### src/rtl/seg7_mux_display.sv
// Multiplexed multi-digit 7-segment driver: hex decode, digit scanning, decimal points,
// leading-zero blanking and frame-synchronous (tear-free) display updates.
module seg7_mux_display #(
    parameter int NUM_DIGITS     = 4,
    parameter int REFRESH_DIV    = 100000,
    parameter bit SEG_ACTIVE_LOW = 1'b1,
    parameter bit AN_ACTIVE_LOW  = 1'b1
) (
    input  logic                    clk,
    input  logic                    rst_n,
    input  logic                    en,
    input  logic                    load,
    input  logic [4*NUM_DIGITS-1:0] value,
    input  logic [NUM_DIGITS-1:0]   dp_in,
    input  logic                    blank_lz,
    output logic [6:0]              seg,
    output logic                    dp,
    output logic [NUM_DIGITS-1:0]   an,
    output logic                    frame_tick
);

    localparam int PW = (REFRESH_DIV > 1) ? $clog2(REFRESH_DIV) : 1;
    localparam int IW = (NUM_DIGITS > 1) ? $clog2(NUM_DIGITS) : 1;

    localparam logic [PW-1:0]         PRESC_TC = PW'(REFRESH_DIV - 1);
    localparam logic [IW-1:0]         IDX_LAST = IW'(NUM_DIGITS - 1);
    // Inactive levels double as XOR masks that turn "1 = lit/on" into the board polarity.
    localparam logic [6:0]            SEG_OFF  = {7{SEG_ACTIVE_LOW}};
    localparam logic                  DP_OFF   = SEG_ACTIVE_LOW;
    localparam logic [NUM_DIGITS-1:0] AN_OFF   = {NUM_DIGITS{AN_ACTIVE_LOW}};

    logic [PW-1:0]           presc;
    logic [IW-1:0]           idx;
    logic                    presc_tc;
    logic                    wrap;

    logic [4*NUM_DIGITS-1:0] pend_val;
    logic [NUM_DIGITS-1:0]   pend_dp;
    logic                    pend_vld;
    logic [4*NUM_DIGITS-1:0] shown_val;
    logic [NUM_DIGITS-1:0]   shown_dp;

    logic [NUM_DIGITS-1:0]   zero_from;
    logic                    zero_run;
    logic [NUM_DIGITS-1:0]   an_sel;
    logic [3:0]              cur_nib;
    logic                    cur_dp;
    logic                    cur_blank;
    logic [6:0]              seg_lit;

    function automatic logic [6:0] hex_to_seg(input logic [3:0] nib);
        logic [6:0] s;
        case (nib)
            4'h0:    s = 7'h3F;
            4'h1:    s = 7'h06;
            4'h2:    s = 7'h5B;
            4'h3:    s = 7'h4F;
            4'h4:    s = 7'h66;
            4'h5:    s = 7'h6D;
            4'h6:    s = 7'h7D;
            4'h7:    s = 7'h07;
            4'h8:    s = 7'h7F;
            4'h9:    s = 7'h6F;
            4'hA:    s = 7'h77;
            4'hB:    s = 7'h7C;
            4'hC:    s = 7'h39;
            4'hD:    s = 7'h5E;
            4'hE:    s = 7'h79;
            default: s = 7'h71;
        endcase
        return s;
    endfunction

    assign presc_tc = en && (presc == PRESC_TC);
    assign wrap     = presc_tc && (idx == IDX_LAST);

    always_ff @(posedge clk or negedge rst_n) begin
        if (!rst_n) begin
            presc <= '0;
            idx   <= '0;
        end else if (en) begin
            if (presc == PRESC_TC) begin
                presc <= '0;
                idx   <= (idx == IDX_LAST) ? '0 : idx + 1'b1;
            end else begin
                presc <= presc + 1'b1;
            end
        end
    end

    // A load on the wrap edge lands in pending after the commit has already used the old copy.
    always_ff @(posedge clk or negedge rst_n) begin
        if (!rst_n) begin
            pend_val  <= '0;
            pend_dp   <= '0;
            pend_vld  <= 1'b0;
            shown_val <= '0;
            shown_dp  <= '0;
        end else begin
            if (wrap && pend_vld) begin
                shown_val <= pend_val;
                shown_dp  <= pend_dp;
            end
            if (load) begin
                pend_val <= value;
                pend_dp  <= dp_in;
                pend_vld <= 1'b1;
            end else if (wrap) begin
                pend_vld <= 1'b0;
            end
        end
    end

    // zero_from[k]: every shown nibble from digit k up to the leftmost digit is zero.
    always_comb begin
        zero_run  = 1'b1;
        zero_from = '0;
        for (int k = NUM_DIGITS - 1; k >= 0; k--) begin
            zero_run     = zero_run && (shown_val[4*k +: 4] == 4'h0);
            zero_from[k] = zero_run;
        end
    end

    always_comb begin
        an_sel    = '0;
        cur_nib   = 4'h0;
        cur_dp    = 1'b0;
        cur_blank = 1'b0;
        for (int k = 0; k < NUM_DIGITS; k++) begin
            if (idx == IW'(k)) begin
                an_sel[k] = 1'b1;
                cur_nib   = shown_val[4*k +: 4];
                cur_dp    = shown_dp[k];
                cur_blank = blank_lz && (k != 0) && zero_from[k];
            end
        end
    end

    assign seg_lit = hex_to_seg(cur_nib);

    always_ff @(posedge clk or negedge rst_n) begin
        if (!rst_n) begin
            seg        <= SEG_OFF;
            dp         <= DP_OFF;
            an         <= AN_OFF;
            frame_tick <= 1'b0;
        end else begin
            frame_tick <= wrap;
            if (en) begin
                an  <= an_sel ^ AN_OFF;
                seg <= cur_blank ? SEG_OFF : (seg_lit ^ SEG_OFF);
                dp  <= cur_dp ^ DP_OFF;
            end else begin
                an  <= AN_OFF;
                seg <= SEG_OFF;
                dp  <= DP_OFF;
            end
        end
    end

endmodule
### config.mk
export PLATFORM = sky130hd
export DESIGN_NAME = seg7_mux_display
export DESIGN_NICKNAME = d
export VERILOG_FILES = /design/src/rtl/seg7_mux_display.sv
export SDC_FILE = /design/constraint.sdc
export NUM_CORES = 1
export LEC_CHECK = 0
export ABC_AREA = 0
export BUFFER_PORTS_ARGS = -buffer_cell sky130_fd_sc_hd__buf_4
export CAP_MARGIN = 20
export CORE_ASPECT_RATIO = 0.5
export CORE_MARGIN = 2
export CORE_UTILIZATION = 60
export CTS_BUF_LIST = sky130_fd_sc_hd__clkbuf_4 sky130_fd_sc_hd__clkbuf_8
export DETAILED_ROUTE_END_ITERATION = 7
export PLACE_DENSITY = 0.81
export SKIP_LAST_GASP = 1
export SLEW_MARGIN = 5
export SYNTH_ARGS = -nofsm -noshare
export SYNTH_HDL_FRONTEND = slang
export SYNTH_SLANG_ARGS = --single-unit
### constraint.sdc
create_clock -name clk -period 6.55 [get_ports clk]
set_input_delay 1.965 -clock clk [delete_from_list [all_inputs] [get_ports clk]]
set_output_delay 1.965 -clock clk [all_outputs]
set_load 0.005 [all_outputs]
==> metrics.txt <==
Reg2Reg Setup Slack=3.52 ns; Clock Latency Late Sink=0.34 ns; average wire length per cell after detail routing=15.6 microns; final critical delay including setup and external delays=3.27 ns; Max transition margin=37.3%; half-perimeter wire length after placement=4220 microns; via count=2218; slack of the critical path=3.28 ns; flip-flop and latch count after synthesis=73; maximum clock insertion buffer count=2; clock-pin slew on the worst setup and hold paths=0.07 ns; total CTS buffers=9; initial antenna violation count=0; antenna diode instance count=0; destination of the worst hold path=shown_val[4]$_DFFE_PN0P_; Setup TNS Final=0 ns; most used cells in the layout excluding fill and tap cells=sky130_fd_sc_hd__dfrtp_1, sky130_fd_sc_hd__buf_4, sky130_fd_sc_hd__nand2_1, sky130_fd_sc_hd__mux2_2, sky130_fd_sc_hd__mux2_4; IR drop worst, VDD=0.188 mV; area of the die=0.00638 sq mm; initial standard-cell utilization of the core=62.5%; Final Wtd Congestion=0.864; leftover overflow at the end of global routing=0; Antenna Violating Nets Remaining=0; achievable frequency=0.305 GHz; overall track demand over capacity in global routing=21.7%; largest family of logic cells by synthesized area=multiplexers; simple logic cell fraction of the synthesized area=13.7%; Placeable Area=0.00549 sq mm; most common library cell in the layout ignoring fill and taps=sky130_fd_sc_hd__dfrtp_1; Total Routed Length=6100 microns; Die X-Extent=111 microns; count of hold-fix buffers inserted at cts=0; status=finished clean; Num Clock Sinks=73; count of warnings emitted by yosys=0; die height=57.5 microns; layout net count=350; launching element type of the critical path=primary input; Unique masters post-synth=47; CP endpoint kind=flip-flop; H-tree level count=3; cells after synthesis=276; number of top-level pins=38; # setup viols final=0; count of flip-flops with a built-in enable after synthesis=0; r2r startpoint=idx[0]$_DFFE_PN0P_; required time of the critical path=6.77 ns; Post-Syn Nets=312; placed standard-cell area=0.00375 sq mm; number of setup buffers added after CTS=0; critical path fanouts, max=20; post-layout instance area=0.00395 sq mm; worst-case reg-to-reg path depth=9; maximum number of pins on one net before global-route repair=74; number of resized instances in the post-cts repair step=0; worst setup skew after layout=0.00337 ns; worst min-delay path class=flip-flop to flip-flop; path type of the worst setup path=primary input to flip-flop; CP Data Arrival Time=3.49 ns; buffers and inverters on the worst path=1; standard cell with the maximum stage delay on the critical path=sky130_fd_sc_hd__nand4_2; global-route wire length before repair=10600 microns; xor/xnor share of the synthesized area=3.32%; P&R area growth vs syn=15.1%; remaining routing DRC violations=0; number of search-and-repair iterations in the first detailed-routing pass=5; top_reg_cell synth=sky130_fd_sc_hd__dfrtp_1; post-placement setup slack=2.93 ns; async set or reset register ratio after synthesis=100%; sequential-to-total area share from yosys stat=53.7%; floorplan row count=19; RSZ-0062 raised after global routing=false; worst hold stages=1; vias in the first global route=2129; final hold vios=0; Crit Reg-Reg Endpoint=seg[1]$_DFF_PN1_; share of layout cells above drive strength 1=35.4%; kind of cell adding the most delay to the critical path=simple AND/OR/NAND/NOR gates; Slowest Stage Delay on Critical Path=0.75 ns; adder-cell area share of the yosys netlist=4.01%; chain of cells forming the critical path=buf_4 -> nand4_2 -> mux2_4; # port buffers=37; post-DR vias/cell=5.66; post-synthesis compound-gate area fraction=6.56%; startpoint of the most critical hold path=pend_val[4]$_DFFE_PN0P_; Mapped Area=0.00343 sq mm; max-cap viol count=0; CTS tree=yes; root buffer cell=sky130_fd_sc_hd__clkbuf_8; Slew Viols, Final=0; worst slew pin tran=0.939 ns; share of the cycle needed by the critical path after routing=50.0%; DRC marker count from the first detailed-route iteration=92; Post-Synthesis Mean Instance Area=12.4 sq um; end-of-flow core utilization=71.9%; P_leak=0.00182 uW; share of synthesized area spent on multiplexers=15.9%; Power Density=235 mW/mm^2
metal layers:
| layer | global-route usage [%] | wire (microns) |
|---|---|---|
| met5 | 0 | 0 |
| met4 | 7.14 | 83 |
| met3 | 7.65 | 365 |
| met2 | 31.9 | 2680 |
| met1 | 30.5 | 2970 |
cells in the mapped netlist (5+ instances only):
cell / number / area share, %
sky130_fd_sc_hd__xor2_1: 6 / 1.5
sky130_fd_sc_hd__dfstp_2: 12 / 9.2
sky130_fd_sc_hd__nor2b_1: 5 / 0.91
sky130_fd_sc_hd__nand2_1: 29 / 3.2
sky130_fd_sc_hd__inv_1: 9 / 0.98
sky130_fd_sc_hd__a21oi_1: 5 / 0.73
sky130_fd_sc_hd__o21ai_0: 7 / 1.0
sky130_fd_sc_hd__dfrtp_1: 61 / 44
sky130_fd_sc_hd__nand3_1: 6 / 0.88
sky130_fd_sc_hd__clkbuf_1: 5 / 0.55
sky130_fd_sc_hd__mux2_4: 20 / 8.8
sky130_fd_sc_hd__ha_1: 11 / 4.0
sky130_fd_sc_hd__xnor2_1: 7 / 1.8
sky130_fd_sc_hd__mux2_2: 21 / 6.9
sky130_fd_sc_hd__nor2_1: 12 / 1.3
final cells by class:
| type | instances | area, sq um |
|---|---|---|
| flip-flops and latches | 73 | 1840 |
| fillers | 382 | 1540 |
| multi-input cells | 183 | 1500 |
| repair buffers | 38 | 285 |
| clock buffers | 11 | 145 |
| well taps | 73 | 91.3 |
| clock inverters | 5 | 55.1 |
| inverters | 9 | 33.8 |
through the flow:
step           power [uW]  hold WS, ns  cells
4_1_cts               940        0.509    392
6_report              929        0.505    392
3_3_place_gp          586        0.491    376
5_1_grt               975        0.528    392
3_5_place_dp          591        0.493    376
2_1_floorplan         554        0.473    276
report_power, final:
part | total (uW) | leakage (uW) | internal (uW) | switching, uW
sequential | 510 | 0.000908 | 481 | 29.4
clock | 347 | 0.0000987 | 189 | 158
combinational | 72.1 | 0.000815 | 39.0 | 33.1
total | 929 | 0.00182 | 709 | 220
worst max path at each step:
stage / from / endpoint / slack [ns] / depth (start not counted)
3_5_place_dp: en / shown_val[12]$_DFFE_PN0P_ / 2.93 / 3
4_1_cts: en / shown_val[10]$_DFFE_PN0P_ / 3.29 / 3
3_3_place_gp: en / shown_val[4]$_DFFE_PN0P_ / 3.01 / 3
6_report: en / shown_val[12]$_DFFE_PN0P_ / 3.28 / 3
5_1_grt: idx[0]$_DFFE_PN0P_ / seg[1]$_DFF_PN1_ / 3.16 / 9
2_1_floorplan: en / presc[15]$_DFFE_PN0P_ / 3.37 / 6
kinds of logic after synthesis:
group / Yosys count
AO/OA/AOI/OAI: 32
adder cells (fa/ha/maj): 11
flip-flops: 73
buffers and inverters: 20
multiplexers: 42
XOR/XNOR: 13
AND/OR/NAND/NOR: 85
state kept, by name (all words and copies together), names as in the netlist:
signal / flops
idx: 2
seg: 7
pend_vld: 1
pend_dp: 4
presc: 17
shown_dp: 4
dp: 1
frame_tick: 1
shown_val: 16
an: 4
pend_val: 16
Power figures use the tool's default switching activity.
